### config.mk
export PLATFORM = sky130hd
export DESIGN_NAME = dispatch_queue
export DESIGN_NICKNAME = d
export VERILOG_FILES = /design/src/rtl/dispatch_queue.sv
export SDC_FILE = /design/constraint.sdc
export NUM_CORES = 2
export LEC_CHECK = 0
export CORE_AREA = 2 2 357 359
export DETAILED_ROUTE_END_ITERATION = 10
export DIE_AREA = 0 0 359 361
export GPL_TIMING_DRIVEN = 0
export HOLD_SLACK_MARGIN = 0.02
export PLACE_DENSITY = 0.4
export SLEW_MARGIN = 20
export SYNTH_ARGS = -nofsm -noshare
export SYNTH_HDL_FRONTEND = slang
export SYNTH_SLANG_ARGS = --single-unit
### constraint.sdc
create_clock -name clock -period 9.53 [get_ports clock]
set_input_delay 0.953 -clock clock [delete_from_list [all_inputs] [get_ports clock]]
set_output_delay 0.953 -clock clock [all_outputs]
set_load 0.02 [all_outputs]
### src/rtl/dispatch_queue.sv
// N-wide circular buffer between decode and out-of-order dispatch.
// Up to N oldest entries are offered per cycle. The whole bundle stalls on a structural hazard, and a squash empties the queue.

module dq_lane #(
  parameter int LANE  = 0,
  parameter int DEPTH = 8,
  parameter int PW    = 3,
  parameter int CW    = 4
) (
  input  logic [PW-1:0] head_i,
  input  logic [CW-1:0] avail_i,
  input  logic          stall_i,
  output logic          valid_o,
  output logic [PW-1:0] idx_o
);
  assign valid_o = (CW'(LANE) < avail_i) && !stall_i;
  assign idx_o   = PW'(head_i + PW'(LANE));
endmodule

module dispatch_queue #(
  parameter int N       = 2,
  parameter int DEPTH   = 8,
  parameter int ENTRY_W = 64,
  parameter int CNT_W   = 16,
  parameter int PW      = $clog2(DEPTH),
  parameter int CW      = $clog2(DEPTH+1)
) (
  input  logic                 clock,
  input  logic                 reset,
  input  logic [N-1:0]         in_valid,
  input  logic [N*ENTRY_W-1:0] in_entry,
  output logic                 in_ready,
  input  logic                 structural_hazard,
  input  logic                 squash,
  output logic [N-1:0]         out_valid,
  output logic [N*ENTRY_W-1:0] out_entry,
  output logic [CW-1:0]        count,
  output logic [CNT_W-1:0]     squash_count
);

  typedef struct packed {
    logic [PW-1:0] head;
    logic [PW-1:0] tail;
    logic [CW-1:0] count;
  } ptr_t;

  ptr_t                            st_q, st_d;
  logic [CNT_W-1:0]                sqc_q, sqc_d;
  logic [DEPTH-1:0][ENTRY_W-1:0]   mem_q;
  logic [CW-1:0]                   enq_n, deq_n, avail;
  logic                            stall, run;
  logic [N-1:0][PW-1:0]            rd_idx;

  assign count        = st_q.count;
  assign squash_count = sqc_q;
  assign in_ready     = (CW'(DEPTH) - st_q.count) >= CW'(N);
  assign avail        = (st_q.count >= CW'(N)) ? CW'(N) : st_q.count;
  assign stall        = structural_hazard || squash;
  assign deq_n        = stall ? '0 : avail;

  // Only the leading run of valid slots is taken; anything after a hole is dropped.
  always_comb begin
    enq_n = '0;
    run   = 1'b1;
    for (int i = 0; i < N; i++) begin
      if (run && in_valid[i]) enq_n = enq_n + CW'(1);
      else                    run   = 1'b0;
    end
    if (!in_ready || squash) enq_n = '0;
  end

  for (genvar g = 0; g < N; g++) begin : g_lane
    dq_lane #(.LANE(g), .DEPTH(DEPTH), .PW(PW), .CW(CW)) u_lane (
      .head_i  (st_q.head),
      .avail_i (avail),
      .stall_i (stall),
      .valid_o (out_valid[g]),
      .idx_o   (rd_idx[g])
    );
    assign out_entry[g*ENTRY_W +: ENTRY_W] = mem_q[rd_idx[g]];
  end

  always_comb begin
    st_d       = st_q;
    st_d.head  = PW'(st_q.head + PW'(deq_n));
    st_d.tail  = PW'(st_q.tail + PW'(enq_n));
    st_d.count = st_q.count + enq_n - deq_n;
    if (squash) st_d = '0;
    sqc_d = sqc_q;
    if (squash && (sqc_q != '1)) sqc_d = sqc_q + CNT_W'(1);
  end

  always_ff @(posedge clock or negedge reset) begin
    if (!reset) begin
      st_q  <= '0;
      sqc_q <= '0;
    end else begin
      st_q  <= st_d;
      sqc_q <= sqc_d;
    end
  end

  // Storage is payload only and is left unreset.
  always_ff @(posedge clock) begin
    for (int i = 0; i < N; i++)
      if (CW'(i) < enq_n)
        mem_q[PW'(st_q.tail + PW'(i))] <= in_entry[i*ENTRY_W +: ENTRY_W];
  end

endmodule

==> flow_summary.ini <==
[status]
outcome = finished clean

[drt]
wl_mm = 148.5
vias_per_cell = 5.261
drt_iter0_markers = 2707
vias = 29000
ant_nets = 0
dr.pass1.iters = 7
drc_errors = 0
post_drt_wl_per_cell_um = 26.94

[cells_and_area]
nFillCells = 13110
drive_gt1_frac = 0.2453
syn2layout_area_growth_pct = 19.64
nets = 3945

[sta]
finalSetupViolations = 0
slew_headroom = 0.2470
tightest_slew_ns = 1.130
fin_crit_sh = 0.5515
slew_viol_final = 0
skew_ns = 0.03341
fin_tns_setup_ns = 0
fmax_mhz = 190.3
fin_crit_ns = 5.255
worst_slack_ns = 4.275
hold_viol = 0
rsz0062_at_grt = no

[synth]
synth.largest_area_cell = dfxtp_1
ys.flop_type = dfxtp_1
synth_top_family_by_area = multiplexers
syn-instance-count = 3560
synth.avg_cell_area_um2 = 8.761
synth_simple_gate_area_frac = 0.1911
synth_edf_count = 0
synthArstFlopShare = 0.04833
synth_area_mm2 = 0.03119
synthAdderAreaFrac = 0.007783
syn_nets = 3711
ys_ff_latch = 538
synth_top_area_share = 0.3286
synth_most_common_cell = nand2_1
synthMuxAreaShare = 0.2314
synth_cell_types = 54
ys_top_cells_by_count = nand2_1, nor2_1, dfxtp_1
synth_seq_area_share = 0.3495
synth_compound_area_frac = 0.1367
synth.area.top_cells = dfxtp_1, mux4_2, nand2_1
synth-xor-area-share = 0.005897
yosys_warnings = 0

[place]
gp_congestion = 0.8189
dp_hpwl_mm = 100.4
pre_cts_ws_ns = 4.992
port_buffers = 156

[clocking]
clock-sinks = 538
cts_buffers = 74
postCtsSetupBuffers = 0
clock_path_buffers = 3
htree_levels = 3
cts-hold-fix-buffers = 0
cts_tree = yes
cts_root_buffer = clkbuf_16
clk_pin_slew_worst_paths_ns = 0.06
cts_resized = 0
clk_latency_ns = 0.65

[grt]
grt_overflow = 0
antenna_found_initial = 18
track_usage = 0.2230
grt_pass1_vias = 28240
grt_pass1_wl_mm = 212.1
grt_max_degree = 27

[floorplan]
fp.dieH_um = 361
die_w_um = 359
pin_count = 285
core_area_mm2 = 0.1254
rows = 130
start_util = 0.2487
die-area_mm2 = 0.1296

[flow_run]
cap_violations = 0

[critical_path]
worst_path_most_repeated_cell = clkbuf_1
cp-end-kind = output port
critPathTopFamily = buffers and inverters
cpPeakStageDelay_ns = 0.83
crit_type = flop to output port
start_kind = flop
arrival_ns = 4.30
path_cells = ha_1 > clkbuf_1 > clkbuf_1 > mux4_2 > mux2_2 > clkdlybuf4s50_1
crit_path_top_delay_cell = clkbuf_1
required_ns = 8.58
cp_max_fo = 10
path_buf_inv = 3

[power_and_ir_drop]
ir_worst_vdd_mv = 0.1422
p_leak_nw = 13.60
p_per_area_mw_per_mm2 = 301.1

[worst_hold_path]
hold_path.class = input pin to asynchronous set/reset pin
-- power breakdown --
part | leakage (nW) | switching, W | internal, W
registers | 4.57 | 0.000603 | 0.00305
logic | 7.84 | 0.00245 | 0.00226
clock network | 1.19 | 0.00116 | 0.00172
-- through the flow --
stage	hold WS, ns	total power (W)	area (um2)	utilization	cells
floorplan	0.4371	0.006412	31190	-	3560
global placement	0.4520	0.008305	34810	0.2776	5366
detailed placement	0.4616	0.008355	34860	0.2780	5368
CTS	0.3206	0.01126	37290	0.2973	5502
global route	0.3790	0.01172	37290	0.2974	5503
finish	0.3296	0.01124	37310	0.2975	5511
-- cells in the final DEF (no fill, tap or decap), drive strengths merged, types with 11 or more instances in the layout --
cell / netlist / routed
nand2: 971 / 971
nor3: 14 / 14
o21ai: 11 / 11
clkbuf: 151 / 272
xnor2: 14 / 14
mux4: 256 / 256
mux2: 129 / 129
buf: 275 / 278
clkdlybuf4s50: 0 / 155
inv: 11 / 13
dfrtp: 26 / 26
ha: 13 / 13
a31oi: 448 / 448
nor2: 523 / 523
dfxtp: 512 / 512
a21oi: 134 / 134
-- layer usage --
metal | wire length (um) | GRT usage
met1 | 64360 | 0.2973
met2 | 67330 | 0.3516
met3 | 11910 | 0.05137
met4 | 4766 | 0.08050
met5 | 107 | 0.003330
-- flip-flops by register name, indices dropped and copies added (netlist names) --
| register | count |
|---|---|
| squash_count | 16 |
| st_q | 6 |
| count | 4 |
| mem_q | 512 |
-- area by class of cell --
type	instances	area, um2	share of cell area
plain buffers	426	2386	0.06395
diodes	9	22.52	0.0006036
clock buffers	121	2253	0.06039
clock inverters	13	172.7	0.004627
repair buffers	158	1572	0.04212
well taps	1650	2064	0.05533
flip-flops and latches	538	10900	0.2921
multi-input cells	2585	17900	0.4797
inverters	11	41.29	0.001107
-- cell families (layout without fill, tap and decap cells) --
| group | Yosys count | count (layout) |
|---|---|---|
| xor+xnor | 21 | 21 |
| compound gates | 613 | 613 |
| simple gates | 1549 | 1549 |
| flops | 538 | 538 |
| buf+inv | 437 | 729 |
| mux | 385 | 385 |
| other cells | 0 | 9 |
| fa+ha+maj | 17 | 17 |
-- worst reg2reg max path: stages (launching register included) --
cell	delay, ns
dfrtp_1	0.47
inv_1	0.15
ha_1	0.37
a211o_1	0.19
buf_2	0.33
nor2_1	0.14
nor3_1	0.47
fa_1	0.55
ha_1	0.29
a21o_1	0.15
a21oi_1	0.18
xnor2_1	0.14
nor2_1	0.05
-- final timing paths --
check	startpoint	end	slack [ns]	cells after the start
max	st_q[8]	out_entry[113]	4.27	6
min	reset	squash_count[3]	0.33	1
max reg2reg	count[0]	count[3]	5.92	12
min reg2reg	mem_q[432]	mem_q[432]	0.47	2
max in group asynchronous	reset	st_q[5]	8.75	1
min in group clock	mem_q[432]	mem_q[432]	0.47	2
No activity file was read; power rests on OpenSTA's default activity.
